==> src/rtl/mips_defs.sv <==
// mips_defs: shared constants and next-PC select encodings for the MIPS pipeline
package mips_defs;
  localparam logic [31:0] START_PC = 32'h0000_3000;
  localparam logic [31:0] NOP_WORD = 32'h0000_0000;
  localparam logic [1:0] NPC_SEQ = 2'd0;
  localparam logic [1:0] NPC_BR  = 2'd1;
  localparam logic [1:0] NPC_J   = 2'd2;
  localparam logic [1:0] NPC_JR  = 2'd3;
endpackage

==> src/rtl/npc.sv <==
// npc: combinational next-PC calculator (seq, branch, j/jal, jr)
module npc
  import mips_defs::*;
(
  input  logic [31:0] pc,
  input  logic [31:0] d_pc,
  input  logic [1:0]  npc_sel,
  input  logic        branch_taken,
  input  logic [25:0] d_imm26,
  input  logic [31:0] jr_target,
  output logic [31:0] npc
);
  logic [31:0] seq_pc;
  logic [31:0] br_pc;
  assign seq_pc = pc + 32'd4;
  assign br_pc  = d_pc + 32'd4 + {{14{d_imm26[15]}}, d_imm26[15:0], 2'b00};
  // jump region comes from d_pc itself, not d_pc+4
  always_comb
    npc = npc_sel == NPC_BR ? (branch_taken ? br_pc : seq_pc) :
          npc_sel == NPC_J  ? {d_pc[31:28], d_imm26, 2'b00} :
          npc_sel == NPC_JR ? jr_target : seq_pc;
endmodule

==> src/rtl/fetch_stage.sv <==
// fetch_stage: PC register, next-PC selection and IF/ID pipeline register
module fetch_stage
  import mips_defs::*;
#(
  parameter logic [31:0] START_PC  = mips_defs::START_PC,
  parameter logic [31:0] NOP_INSTR = mips_defs::NOP_WORD
) (
  input  logic        clk,
  input  logic        reset,
  input  logic        stall,
  input  logic        d_clr,
  input  logic [1:0]  npc_sel,
  input  logic        branch_taken,
  input  logic [25:0] d_imm26,
  input  logic [31:0] jr_target,
  input  logic [31:0] im_instr,
  output logic [31:0] pc,
  output logic [31:0] d_instr,
  output logic [31:0] d_pc,
  output logic [31:0] d_pc8
);
  logic [31:0] next_pc;
  npc u_npc (
    .pc(pc),
    .d_pc(d_pc),
    .npc_sel(npc_sel),
    .branch_taken(branch_taken),
    .d_imm26(d_imm26),
    .jr_target(jr_target),
    .npc(next_pc)
  );
  // a clear still records d_pc so a later exception path has an EPC
  always_ff @(posedge clk)
    if (reset) begin
      pc      <= START_PC;
      d_instr <= NOP_INSTR;
      d_pc    <= START_PC;
      d_pc8   <= START_PC + 32'd8;
    end else if (!stall) begin
      pc      <= next_pc;
      d_instr <= d_clr ? NOP_INSTR : im_instr;
      d_pc    <= pc;
      d_pc8   <= pc + 32'd8;
    end
endmodule
==> config.mk <==
export PLATFORM = sky130hd
export DESIGN_NAME = fetch_stage
export DESIGN_NICKNAME = d
export VERILOG_FILES = /design/src/rtl/mips_defs.sv /design/src/rtl/npc.sv /design/src/rtl/fetch_stage.sv
export SDC_FILE = /design/constraint.sdc
export NUM_CORES = 1
export LEC_CHECK = 0
export CAP_MARGIN = 10
export CORE_ASPECT_RATIO = 0.8
export CORE_UTILIZATION = 49
export DETAILED_ROUTE_END_ITERATION = 8
export PLACE_DENSITY = 0.81
export SYNTH_ARGS = -nofsm -noshare
export SYNTH_HDL_FRONTEND = slang
export SYNTH_SLANG_ARGS = --single-unit
==> constraint.sdc <==
create_clock -name clk -period 4.7 [get_ports clk]
set_input_delay 0.705 -clock clk [delete_from_list [all_inputs] [get_ports clk]]
set_output_delay 0.705 -clock clk [all_outputs]
set_load 0.1 [all_outputs]
==> metrics.json, run 1 <==
{
  "run_status": {
    "outcome": "completed"
  },
  "cts": {
    "cts.clk_slew.worst_paths_ns": 0.06,
    "clock_path_buffers": 2,
    "postCtsResizedCells": 0,
    "cts.hold.buffers_added": 0,
    "tritoncts": "yes",
    "tritoncts.num_buffers": 17,
    "clock-root-buffer": "sky130_fd_sc_hd__clkbuf_16",
    "post-cts-setup-buffers": 0,
    "clock_latency_ns": 0.43,
    "cts_max_level": 4,
    "clock_sinks": 125
  },
  "finish": {
    "layout-drive-gt1-share": 0.0682,
    "multi_input_area_mm2": 0.00525,
    "fin_nets": 1346,
    "finish.utilization": 0.686,
    "design_area_mm2": 0.0110,
    "filler_cell_count": 1335,
    "flow.area_growth_from_synthesis_pct": 34.9,
    "seqCellArea_mm2": 0.00250
  },
  "global_route": {
    "number_of_global_route_vias_before_repair": 7716,
    "first_pass_grt_wire_length_um": 40900,
    "largest_net_degree_at_the_start_of_global_routing": 159,
    "grt_overflow_total": 0,
    "grtUsageMet3": 0.0659,
    "grtUsageMet2": 0.454,
    "groute.layer.met1.usage": 0.429,
    "grt.total_usage": 0.305,
    "grt_most_used_layer": "met2",
    "grt_antenna_before_repair": 1
  },
  "critical_path": {
    "startpoint_type": "input pin",
    "worst-r2r-cell-count": 11,
    "worst-path-max-fanout": 5,
    "worst_setup_path_end_kind": "register",
    "worstPathArrival_ns": 4.44,
    "setup.worst_path.class": "input pin to register",
    "required_ns": 5.02
  },
  "floorplanning": {
    "std_cell_rows": 41,
    "die_w_um": 146,
    "die_h_um": 117,
    "floorplan.die_area_mm2": 0.0171,
    "fp.coreArea_mm2": 0.0160,
    "ios": 225,
    "initial_utilization": 0.509
  },
  "power": {
    "total_leakage_power_uw": 0.00434,
    "power_density_over_cell_area_mw_per_mm2": 324,
    "worst_vdd_drop_mv": 0.257,
    "post_layout_total_power_uw": 3560
  },
  "yosys": {
    "synth_top_cell_area_share": 0.307,
    "post_synth_num_cell_types": 69,
    "synth_area_leader_cell": "sky130_fd_sc_hd__dfxtp_1",
    "synthesis.area_mm2": 0.00814,
    "yosys-top-cells-area": "sky130_fd_sc_hd__dfxtp_1 (31%), sky130_fd_sc_hd__ha_1 (9.1%), sky130_fd_sc_hd__nor2_1 (7.2%), sky130_fd_sc_hd__mux2i_1 (6.4%), sky130_fd_sc_hd__a21oi_1 (5.0%)",
    "yosys_warnings": 0,
    "post_synth.cell_area_avg_um2": 8.03,
    "ys_async_sr_fraction": 0,
    "synthFlopType": "sky130_fd_sc_hd__dfxtp_1",
    "syn_nets": 1171,
    "synth_edf_count": 0,
    "synth_cells": 1014,
    "ys_ff_latch": 125,
    "synth.yosys.seq_area_share": 0.307
  },
  "hold_path": {
    "hold_path_class": "register to register",
    "worst_hold_path.num_cells": 2
  },
  "timing": {
    "report.final.setup_viol": 0,
    "timing_worst_slew_pin_value_ns": 1.06,
    "clock_period_minus_worst_slack_ns": 4.12,
    "hold_viol": 0,
    "final.setup.worst_slack_ns": 0.576,
    "setup_total_negative_slack_ns": 0,
    "max_slew_margin": 0.291,
    "fin_worst_skew_ns": 0.00581,
    "achievable-frequency_mhz": 243,
    "grt_setup_unrepaired": "false",
    "maxSlewViolCount": 0,
    "crit_share_post_route": 0.877
  },
  "place": {
    "place_hpwl_um": 19200,
    "detailed_place.area_mm2": 0.0104,
    "final_gp_congestion": 0.967,
    "buffer_ports.inserted": 224,
    "pre_cts_slack_ns": 0.248
  },
  "detailed_routing": {
    "avgRoutedWirePerCell_um": 18.8,
    "initial_drc_count": 992,
    "post-route-drc-count": 0,
    "drt-pass1-iter-count": 6,
    "routed_via_density": 6.00,
    "drt-total-wl_um": 26600,
    "num_vias": 8502,
    "drtAntennaViolNets": 0
  },
  "flow_run": {
    "reported_max_cap_violation_count": 0
  }
}
## worst max-delay path, stage by stage
cell and delay (ns):
sky130_fd_sc_hd__clkdlybuf4s50_1 0.42, sky130_fd_sc_hd__ha_1 0.30, sky130_fd_sc_hd__ha_1 0.24, sky130_fd_sc_hd__fa_1 0.44, sky130_fd_sc_hd__a211oi_2 0.27, sky130_fd_sc_hd__nor2_1 0.15
sky130_fd_sc_hd__a2111oi_4 0.59, sky130_fd_sc_hd__o2111ai_1 0.23, sky130_fd_sc_hd__a31oi_1 0.32, sky130_fd_sc_hd__nor2_1 0.09, sky130_fd_sc_hd__or4b_1 0.50, sky130_fd_sc_hd__a22o_1 0.18
## metal layers
layer / wire [um] / vias up
li1: - / 3976
met3: 2720 / 68
met5: 0 / -
met4: 654 / 0
met2: 11200 / 484
met1: 12000 / 3974
## power breakdown
group / internal [uW] / switching [uW]
clock: 741 / 526
sequential: 1120 / 89.1
combinational: 350 / 740
## cells in the final DEF, fill, tap and decap left out, drive strengths merged, types with 28 or more instances in the layout
master and instances:
nand3 28, o21ai 54, dfxtp 125, mux2i 52, a21oi 82, nor2 156
ha 59, clkdlybuf4s50 220, nand2 80, a22oi 32, xnor2 38, xor2 30
## worst paths after layout
check	start	endpoint	slack (ns)
hold / removal	d_pc8[5]$_SDFFE_PP0N_	d_pc8[5]$_SDFFE_PP0N_	0.47
hold reg to reg	d_pc8[5]$_SDFFE_PP0N_	d_pc8[5]$_SDFFE_PP0N_	0.47
setup reg to reg	d_pc[3]$_SDFFE_PP0N_	pc[31]$_SDFFE_PP0N_	0.98
setup / recovery	d_imm26[1]	pc[31]$_SDFFE_PP0N_	0.58
## area by class of cell
cell class              count  area share
diodes                      1    0.000228
clock buffers              19      0.0403
flip-flops and latches    125       0.228
clock inverters            13      0.0107
inverters                  12     0.00410
multi-input cells         794       0.478
well taps                 215      0.0245
repair buffers            239       0.214
## registers in the layout, summed over array words and instances, names as in the netlist
name	cells
d_instr	32
d_pc	32
d_pc8	29
pc	32
## per-stage QoR
step	hold slack, ns	cells
after global routing	0.494	1418
after CTS	0.464	1417
after floorplan	0.849	1014
after global placement	0.451	1385
final	0.465	1418
after detailed placement	0.455	1385
## Yosys cell counts (6+ instances only)
cell type,number
sky130_fd_sc_hd__a211oi_1,12
sky130_fd_sc_hd__a21o_1,10
sky130_fd_sc_hd__a21oi_1,82
sky130_fd_sc_hd__a221oi_1,13
sky130_fd_sc_hd__a22oi_1,32
sky130_fd_sc_hd__a31oi_1,6
sky130_fd_sc_hd__and3_1,7
sky130_fd_sc_hd__buf_1,9
sky130_fd_sc_hd__buf_2,8
sky130_fd_sc_hd__clkbuf_1,59
sky130_fd_sc_hd__dfxtp_1,125
sky130_fd_sc_hd__ha_1,59
sky130_fd_sc_hd__inv_1,10
sky130_fd_sc_hd__mux2_2,14
sky130_fd_sc_hd__mux2i_1,52
sky130_fd_sc_hd__nand2_1,80
sky130_fd_sc_hd__nand3_1,27
sky130_fd_sc_hd__nand4_1,18
sky130_fd_sc_hd__nor2_1,156
sky130_fd_sc_hd__nor3_1,13
sky130_fd_sc_hd__nor4_1,6
sky130_fd_sc_hd__o21ai_0,54
sky130_fd_sc_hd__o22ai_1,6
sky130_fd_sc_hd__or3_1,8
sky130_fd_sc_hd__xnor2_1,38
sky130_fd_sc_hd__xor2_1,30
## cell families (layout without fill, tap and decap cells)
kind of cell	Yosys count	count (layout)	share of synthesized area
and+or+nand+nor	343	343	0.189
AOI/OAI and AO/OA	256	256	0.203
DFF	125	125	0.307
buffers and inverters	95	283	0.0479
xor gates and xnor gates	68	68	0.0732
muxes	67	67	0.0861
adders and majority gates	60	60	0.0931
other	0	1	0
Note: power is estimated with default switching activity, not from simulation.
==> run 2, diff against run 1 <==
clock period = 4.03 ns   (was 4.7 ns; I/O delays follow)
==> run 2 against run 1 <==
- sequential cell count stayed put
- first-iteration DRC count decreased by 15%
- global-route usage rose by 0.88 points
- clock skew rose by 0.0013 ns
- register-to-register slack lost 0.56 ns
- wire length rose by 2.9%
==> metrics.json, run 2 (synthesis gave the netlist of run 1 again) <==
{
  "run_status": {
    "outcome": {"value": "completed", "change": "unchanged"}
  },
  "timing": {
    "maxSlewViolCount": {"value": 0, "change": "unchanged"},
    "max_slew_margin": {"value": 0.307, "change": "was 0.291"},
    "clock_period_minus_worst_slack_ns": 3.89,
    "fin_worst_skew": {"value": 0.00715, "unit": "ns", "change": "was 0.00581 ns"},
    "achievable-frequency_mhz": 257,
    "timing_worst_slew_pin_value": {"value": 1.04, "unit": "ns", "change": "was 1.06 ns"},
    "hold_viol": {"value": 0, "change": "unchanged"},
    "worst_hold_slack": {"value": 0.465, "unit": "ns", "change": "about the same"},
    "crit_share_post_route": 0.966,
    "grt_setup_unrepaired": {"value": "false", "change": "unchanged"},
    "report.final.setup_viol": {"value": 0, "change": "unchanged"}
  },
  "critical_path": {
    "required": {"value": 4.35, "unit": "ns", "change": "was 5.02 ns"},
    "setup.worst_path.class": {"value": "input pin to register", "change": "unchanged"},
    "buffers_inverters_on_critical_path": {"value": 2, "change": "was 1"},
    "worst-path-max-fanout": {"value": 5, "change": "unchanged"},
    "startpoint_type": {"value": "input pin", "change": "unchanged"},
    "worst_path_largest_cell_delay": {"value": 0.51, "unit": "ns", "change": "was 0.59 ns"},
    "cpLargestDelayFamily": {"value": "compound AO/OA/AOI/OAI gates", "change": "unchanged"},
    "worst_setup_path_end_kind": {"value": "register", "change": "unchanged"},
    "crit_path_top_delay_cell": {"value": "sky130_fd_sc_hd__or4b_1", "change": "was sky130_fd_sc_hd__a2111oi_4"},
    "worstPathArrival": {"value": 4.21, "unit": "ns", "change": "was 4.44 ns"},
    "cp_cell_sequence": {"value": "clkdlybuf4s50_1 -> ha_1 -> ha_1 -> fa_1 -> a211oi_2 -> nor2_1 -> a2111oi_4 -> buf_4 -> o2111ai_1 -> a31oi_1 -> nor2_1 -> or4b_1 -> a22o_1", "change": "was clkdlybuf4s50_1 -> ha_1 -> ha_1 -> fa_1 -> a211oi_2 -> nor2_1 -> a2111oi_4 -> o2111ai_1 -> a31oi_1 -> nor2_1 -> or4b_1 -> a22o_1"}
  },
  "cts": {
    "cts.clk_slew.worst_paths": {"value": 0.06, "unit": "ns", "change": "about the same"},
    "clock_sinks": {"value": 125, "change": "unchanged"},
    "tritoncts": {"value": "yes", "change": "unchanged"},
    "cts.hold.buffers_added": {"value": 0, "change": "unchanged"},
    "tritoncts.num_buffers": {"value": 17, "change": "unchanged"},
    "postCtsResizedCells": {"value": 0, "change": "unchanged"},
    "clock_path_buffers": {"value": 2, "change": "unchanged"},
    "cts_max_level": {"value": 4, "change": "unchanged"},
    "clock-root-buffer": {"value": "sky130_fd_sc_hd__clkbuf_16", "change": "unchanged"},
    "post-cts-setup-buffers": {"value": 0, "change": "unchanged"},
    "clock_latency": {"value": 0.43, "unit": "ns", "change": "about the same"}
  },
  "power": {
    "power_density_over_cell_area": {"value": 375, "unit": "mW/mm^2", "change": "was 324 mW/mm^2"},
    "worst_vdd_drop": {"value": 0.293, "unit": "mV", "change": "was 0.257 mV"},
    "total_leakage_power": {"value": 0.00445, "unit": "uW", "change": "was 0.00434 uW"},
    "post_layout_total_power": {"value": 4170, "unit": "uW", "change": "was 3560 uW"}
  },
  "detailed_routing": {
    "post-route-drc-count": {"value": 0, "change": "unchanged"},
    "drt-total-wl": {"value": 27400, "unit": "um", "change": "was 26600 um"},
    "drt-pass1-iter-count": {"value": 6, "change": "unchanged"},
    "routed_via_density": {"value": 5.98, "change": "was 6.00"},
    "num_vias": {"value": 8604, "change": "was 8502"},
    "drtAntennaViolNets": {"value": 0, "change": "unchanged"},
    "avgRoutedWirePerCell": {"value": 19.0, "unit": "um", "change": "was 18.8 um"},
    "initial_drc_count": {"value": 845, "change": "was 992"}
  },
  "finish": {
    "filler_cell_count": {"value": 1350, "change": "was 1335"},
    "mostFrequentLayoutCells": {"value": "sky130_fd_sc_hd__clkdlybuf4s50_1 (220), sky130_fd_sc_hd__nor2_1 (155), sky130_fd_sc_hd__dfxtp_1 (125)", "change": "unchanged"},
    "fin_nets": {"value": 1367, "change": "was 1346"},
    "layout.cells.most_common": {"value": "sky130_fd_sc_hd__clkdlybuf4s50_1", "change": "unchanged"},
    "layout-drive-gt1-share": {"value": 0.0850, "change": "was 0.0682"},
    "flow.area_growth_from_synthesis": {"value": 36.8, "unit": "%", "change": "was 34.9%"},
    "n_antenna_cell": {"value": 0, "change": "was 1"},
    "biggestRegsByFlops": {"value": "d_instr x32, d_pc x32, pc x32", "change": "unchanged"}
  },
  "place": {
    "final_gp_congestion": {"value": 0.967, "change": "about the same"},
    "buffer_ports.inserted": {"value": 224, "change": "unchanged"},
    "place_hpwl": {"value": 20000, "unit": "um", "change": "was 19200 um"}
  },
  "flow_run": {
    "reported_max_cap_violation_count": {"value": 0, "change": "unchanged"}
  },
  "floorplanning": {
    "floorplan.die_area": {"value": 0.0171, "unit": "mm^2", "change": "unchanged"},
    "die_h": {"value": 117, "unit": "um", "change": "unchanged"},
    "std_cell_rows": {"value": 41, "change": "unchanged"},
    "ios": {"value": 225, "change": "unchanged"},
    "die_w": {"value": 146, "unit": "um", "change": "unchanged"},
    "fp.coreArea": {"value": 0.0160, "unit": "mm^2", "change": "unchanged"},
    "initial_utilization": {"value": 0.509, "change": "unchanged"}
  },
  "global_route": {
    "grt_antenna_before_repair": {"value": 0, "change": "was 1"},
    "number_of_global_route_vias_before_repair": {"value": 7983, "change": "was 7716"},
    "grt.total_usage": {"value": 0.314, "change": "was 0.305"},
    "first_pass_grt_wire_length": {"value": 42000, "unit": "um", "change": "was 40900 um"},
    "largest_net_degree_at_the_start_of_global_routing": {"value": 64, "change": "was 159"},
    "grt_overflow_total": {"value": 0, "change": "unchanged"}
  },
  "hold_path": {
    "hold_path_class": {"value": "register to register", "change": "unchanged"}
  }
}
run 2: cell types whose count changed in the layout (fill, tap and decap cells not counted), moves of 2 or more:
cell / previous run / this run
sky130_fd_sc_hd__clkinv_4: 2 / 4
sky130_fd_sc_hd__buf_4: 16 / 37
sky130_fd_sc_hd__inv_6: 2 / 5
sky130_fd_sc_hd__clkinvlp_4: 5 / 2
run 2: worst reg2reg max path, delay by kind of cell (launching register included):
family / cells / cell delay [ns]
compound gates: 5 / 1.25
fa+ha+maj: 3 / 0.79
simple gates: 3 / 0.76
buf+inv: 3 / 0.35
flops: 1 / 0.34
run 2: layout make-up:
| type | count | area, um^2 | area share |
|---|---|---|---|
| multi-input cells | 794 | 5250 | 0.472 |
| repair buffers | 260 | 2510 | 0.225 |
| flip-flops and latches | 125 | 2500 | 0.225 |
| clock buffers | 19 | 453 | 0.0407 |
| well taps | 215 | 269 | 0.0242 |
| clock inverters | 13 | 104 | 0.00933 |
| inverters | 12 | 45.0 | 0.00405 |
run 2: final timing paths:
path	slack, ns	from	to	cells past startpoint
max	0.14	d_imm26[1]	pc[31]$_SDFFE_PP0N_	13
min	0.46	d_pc8[8]$_SDFFE_PP0N_	d_pc8[8]$_SDFFE_PP0N_	2
max reg2reg	0.42	d_pc[2]$_SDFFE_PP0N_	pc[31]$_SDFFE_PP0N_	14
min reg2reg	0.46	d_pc8[8]$_SDFFE_PP0N_	d_pc8[8]$_SDFFE_PP0N_	2
run 2: report_power, final:
part	total [uW]	switching [uW]	internal [uW]
Combinational	1320	888	427
Sequential	1390	90.9	1300
Clock	1460	633	829
Total	4170	1610	2560
run 2: per-stage QoR:
stage                     TNS, ns  instance area [um^2]   util  instances  setup WS [ns]
after CTS                       0                 11100  0.696       1438          0.223
after floorplan                 0                  8140      -       1014         0.0481
after global routing            0                 11100  0.696       1438         0.0191
after global placement     -0.143                 10600  0.661       1406         -0.143
after detailed placement   -0.209                 10600  0.661       1406         -0.204
final                           0                 11100  0.696       1438          0.137
run 2: per-layer routing:
layer	global-route usage	vias up	routed length [um]
li1	-	4025	-
met1	0.425	4016	12000
met2	0.486	494	12000
met3	0.0775	67	2770
met4	0.112	2	557
met5	0.0167	-	35
